==> src/rtl/serial_compliment_if.sv <==
// Operand/result bundle for the serial two's complementer.
// SERIAL_TAP_EN adds the serial tap (ser_out/ser_valid) to the bundle.
interface serial_compliment_if #(
    parameter int WIDTH = 4
);
    logic [WIDTH-1:0] data_in;
    logic [WIDTH-1:0] data_out;
    logic             done;
`ifdef SERIAL_TAP_EN
    logic             ser_out;
    logic             ser_valid;

    modport master (
        output data_in,
        input  data_out,
        input  done,
        input  ser_out,
        input  ser_valid
    );

    modport slave (
        input  data_in,
        output data_out,
        output done,
        output ser_out,
        output ser_valid
    );
`else
    modport master (
        output data_in,
        input  data_out,
        input  done
    );

    modport slave (
        input  data_in,
        output data_out,
        output done
    );
`endif
endinterface

==> src/rtl/serial_compliment.sv <==
// Serial two's complementer: shifts a loaded word LSB-first, negating it.
// Optional macro SERIAL_TAP_EN exposes the per-shift result bit stream.
module serial_compliment #(
    parameter int WIDTH = 4
) (
    input  logic                 clk,
    input  logic                 set,
    serial_compliment_if.slave   bus
);
    localparam int CW = $clog2(WIDTH + 1);
    localparam logic [CW-1:0] C_LAST = CW'(WIDTH - 1);
    localparam logic [CW-1:0] C_FULL = CW'(WIDTH);

    logic [WIDTH-1:0] r_sr;
    logic             r_q;
    logic [CW-1:0]    r_cnt;
    logic             r_done;

    logic             w_b;
    logic             w_r;
    logic             w_busy;
    logic             w_last;

    // Bits below the first 1 pass unchanged; every later bit is inverted.
    assign w_b    = r_sr[0];
    assign w_r    = w_b ^ r_q;
    assign w_busy = (r_cnt < C_FULL);
    assign w_last = (r_cnt == C_LAST);

`ifdef SERIAL_TAP_EN
    logic r_ser;
    logic r_ser_valid;

    // Load on set low, shift one bit per edge until WIDTH bits are done.
    always_ff @(posedge clk) begin
        if (!set) begin
            r_sr        <= bus.data_in;
            r_q         <= 1'b0;
            r_cnt       <= '0;
            r_done      <= 1'b0;
            r_ser       <= 1'b0;
            r_ser_valid <= 1'b0;
        end else if (w_busy) begin
            r_sr        <= {w_r, r_sr[WIDTH-1:1]};
            r_q         <= r_q | w_b;
            r_cnt       <= r_cnt + 1'b1;
            r_done      <= w_last;
            r_ser       <= w_r;
            r_ser_valid <= 1'b1;
        end else begin
            r_ser_valid <= 1'b0;
        end
    end

    assign bus.ser_out   = r_ser;
    assign bus.ser_valid = r_ser_valid;
`else
    // Load on set low, shift one bit per edge until WIDTH bits are done.
    always_ff @(posedge clk) begin
        if (!set) begin
            r_sr   <= bus.data_in;
            r_q    <= 1'b0;
            r_cnt  <= '0;
            r_done <= 1'b0;
        end else if (w_busy) begin
            r_sr   <= {w_r, r_sr[WIDTH-1:1]};
            r_q    <= r_q | w_b;
            r_cnt  <= r_cnt + 1'b1;
            r_done <= w_last;
        end
    end
`endif

    assign bus.data_out = r_sr;
    assign bus.done     = r_done;

endmodule

==> src/flat_wrapper.sv <==
// flat-port wrapper written by rule: the top's interface ports become plain ports
module serial_compliment_flat 
#(
    parameter int WIDTH = 4
)
  (clk, set, bus_data_in, bus_data_out, bus_done);
  serial_compliment_if #(.WIDTH(WIDTH)) bus_i ();
  input  logic clk;
  input  logic set;
  input wire logic [$bits(bus_i.data_in)-1:0] bus_data_in;
  output wire logic [$bits(bus_i.data_out)-1:0] bus_data_out;
  output wire logic [$bits(bus_i.done)-1:0] bus_done;
  assign bus_i.data_in = bus_data_in;
  assign bus_data_out = bus_i.data_out;
  assign bus_done = bus_i.done;
  serial_compliment #(.WIDTH(WIDTH)) u_core (.clk(clk), .set(set), .bus(bus_i));
endmodule
==> config.mk <==
export PLATFORM = sky130hd
export DESIGN_NAME = serial_compliment_flat
export DESIGN_NICKNAME = d
export VERILOG_FILES = /design/src/rtl/serial_compliment_if.sv /design/src/rtl/serial_compliment.sv /design/src/flat_wrapper.sv
export SDC_FILE = /design/constraint.sdc
export NUM_CORES = 1
export LEC_CHECK = 0
export CORE_AREA = 2 2 39 41
export DETAILED_ROUTE_END_ITERATION = 16
export DIE_AREA = 0 0 41 43
export PLACE_DENSITY_LB_ADDON = 0.2
export SLEW_MARGIN = 20
export SYNTH_ARGS = -nofsm -noshare
export SYNTH_HDL_FRONTEND = slang
export SYNTH_SLANG_ARGS = --single-unit
==> constraint.sdc <==
create_clock -name clk -period 1.1 [get_ports clk]
set_input_delay 0.22 -clock clk [delete_from_list [all_inputs] [get_ports clk]]
set_output_delay 0.22 -clock clk [all_outputs]
set_load 0.03 [all_outputs]
==> results.cfg <==
[run_status]
outcome = complete, but fails checks
violations = setup timing

[synth]
yosysUniqueCellTypes = 16
yosysSeqAreaShare_pct = 52.07
synth_area_per_cell_um2 = 13.64
synth_top_area_share_pct = 28.40
synth_fp_nets = 40
synthCells = 31
synth_top_cell_by_area = edfxtp_1
synth_warnings = 0
syn_area_um2 = 422.9
synth_area_leaders = edfxtp_1 (28%), dfxtp_1 (24%), mux2_4 (14%), ha_1 (8.9%), mux2i_1 (4.7%)
ys_seq_elements = 9

[grt]
grt_pass1_wl_um = 1090
grt_pass1_vias = 261
grt_max_degree = 6
grt_util_all_layers_pct = 10.00
antenna_found_initial = 0
grt_overflow_total = 0

[hold_path]
hp-class = reg -> reg
whs_path_depth = 2
worstHoldStart = u_core.r_cnt[2]

[cts]
cts_tree = done
cts_buffer_depth = 2
numCtsBuffers = 3
clk_pin_slew_worst_paths_ns = 0.06
cts_sinks = 9
htree_levels = 1
clk_latency_ns = 0.25
cts_root_buffer = clkbuf_4
postCtsSetupBuffers = 0

[pwr]
pwr_density_cell_nw_per_um2 = 2328
p_leak_nw = 0.2585
ir_worst_vdd_mv = 1.055

[cells_and_area]
utilization_pct = 41.05
multi_input_area_um2 = 172.7
final_common_cell = buf_4
final_nets = 57
layout_common_cells = buf_4 (7), dfxtp_1 (5), mux2_4 (4), clkdlybuf4s50_1 (4), edfxtp_1 (4)
syn_to_final_growth_pct = 34.32
drive_gt1_share_pct = 36.17
regArea_um2 = 220.2
diodes = 0
fill_cells = 139

[critical_path]
critPathCaptureType = flop
crit_type = reg -> reg
path_max_fanout = 2
cp_data_arrival_time_ns = 1.18
critical_path.startpoint_type = flop
r2r-start = u_core.bus.data_out[0]
crit_required_ns = 1.10
ff2ff_path_depth = 3
critPathLaunch = u_core.bus.data_out[0]

[routing]
drtAntennaViolNets = 0
wirelength_um = 703
route.detailed.drc = 0
avgViaCountPerCell = 4.190
wl_per_cell_um = 11.16
drt_iter0_drc = 1
dr.pass1.iters = 2
num_vias = 264

[sta]
relSlewSlack_pct = 90.61
fin_tns_setup_ns = -0.07952
hold_violations = 0
worst_slew_pin_slew_ns = 0.1369
setup_violations = 1
worst_slack_ns = -0.07952
clock.fmax_ghz = 0.8478
skew_ns = 0.002748
period_needed_ns = 1.180
maxSlewViolCount = 0
rsz0062_at_grt = yes
min_period_over_period_pct = 107.2

[floorplan]
dieWidth_um = 41
die_h_um = 43
io_pins = 11
die_area_um2 = 1763
row_count = 14
core_um2 = 1384
start_util_pct = 30.56

[run]
maxCapViolCount = 0

[placed_design]
place.gp.congestion = 0.6829
port_buffers = 10
final timing paths:
check | to | slack [ns]
worst max register to register | u_core.bus.data_out[3] | -0.08
worst max-delay path | u_core.bus.data_out[3] | -0.08
worst min register to register | u_core.r_cnt[2] | 0.50
worst min-delay path | u_core.r_cnt[2] | 0.50
cells by family after synthesis:
family          count (synthesis)  share of synthesized area [%]
buf+inv                         5                          7.101
fa+ha+maj                       3                          8.877
simple gates                    5                          6.805
flops                           9                          52.07
mux                             6                          18.94
compound gates                  2                          4.143
xor+xnor                        1                          2.071
worst max-delay path: stages, from the launching register on:
cell and delay, ns:
edfxtp_1 0.39, inv_1 0.07, ha_1 0.22, mux2_4 0.26
power by group:
part / leakage (nW) / total, W / internal [W] / switching, W
registers: 0.0832 / 0.000547 / 0.000485 / 0.0000623
clock network: 0.0150 / 0.000237 / 0.000139 / 0.0000985
logic: 0.160 / 0.000538 / 0.000273 / 0.000265
flip-flops by register name, indices dropped and copies added, names as in the netlist:
name,flops
u_core.bus.data_out,4
u_core.bus.done,1
u_core.r_q,1
u_core.r_cnt,3
cells in the mapped netlist, drive strengths merged:
cell type / n
dfxtp: 5
nand2b: 1
mux2: 4
nor2b: 2
inv: 3
a21boi: 1
and2: 1
xnor2: 1
buf: 2
nand2: 1
edfxtp: 4
mux2i: 2
o211a: 1
ha: 3
layout make-up:
cell class,instances,area share [%]
Clock buffer,4,4.626
Inverter,3,1.982
Multi-Input combinational cell,17,30.40
Sequential cell,9,38.77
Tap cell,16,3.524
Timing Repair Buffer,14,20.70
through the flow:
stage / cells / power [W] / setup WS (ns) / cell area, um^2 / hold slack [ns]
global route: 63 / 0.001426 / -0.1171 / 568.0 / 0.5440
CTS: 63 / 0.001355 / -0.08602 / 568.0 / 0.5148
global placement: 58 / 0.001077 / -0.3099 / 534.3 / 0.4833
finish: 63 / 0.001322 / -0.07952 / 568.0 / 0.5024
floorplan: 31 / 0.0009220 / -0.2404 / 422.9 / 0.4380
detailed placement: 58 / 0.001100 / -0.3302 / 534.3 / 0.5057
layer usage:
| metal | wire (um) | GRT usage (%) | up-vias |
|---|---|---|---|
| met5 | 0 | 0 | - |
| met2 | 366 | 15.31 | 7 |
| met4 | 0 | 8.000 | 0 |
| li1 | - | - | 139 |
| met3 | 37 | 4.712 | 0 |
| met1 | 299 | 9.508 | 118 |
what timing repair did:
action,CTS,global route
hold buffers,0,0
pin swaps,0,1
endpoints found under the hold margin,0,0
gates cloned,1,0
endpoints found under the setup margin,4,1
resized for setup,2,0
Power figures use the tool's default switching activity.
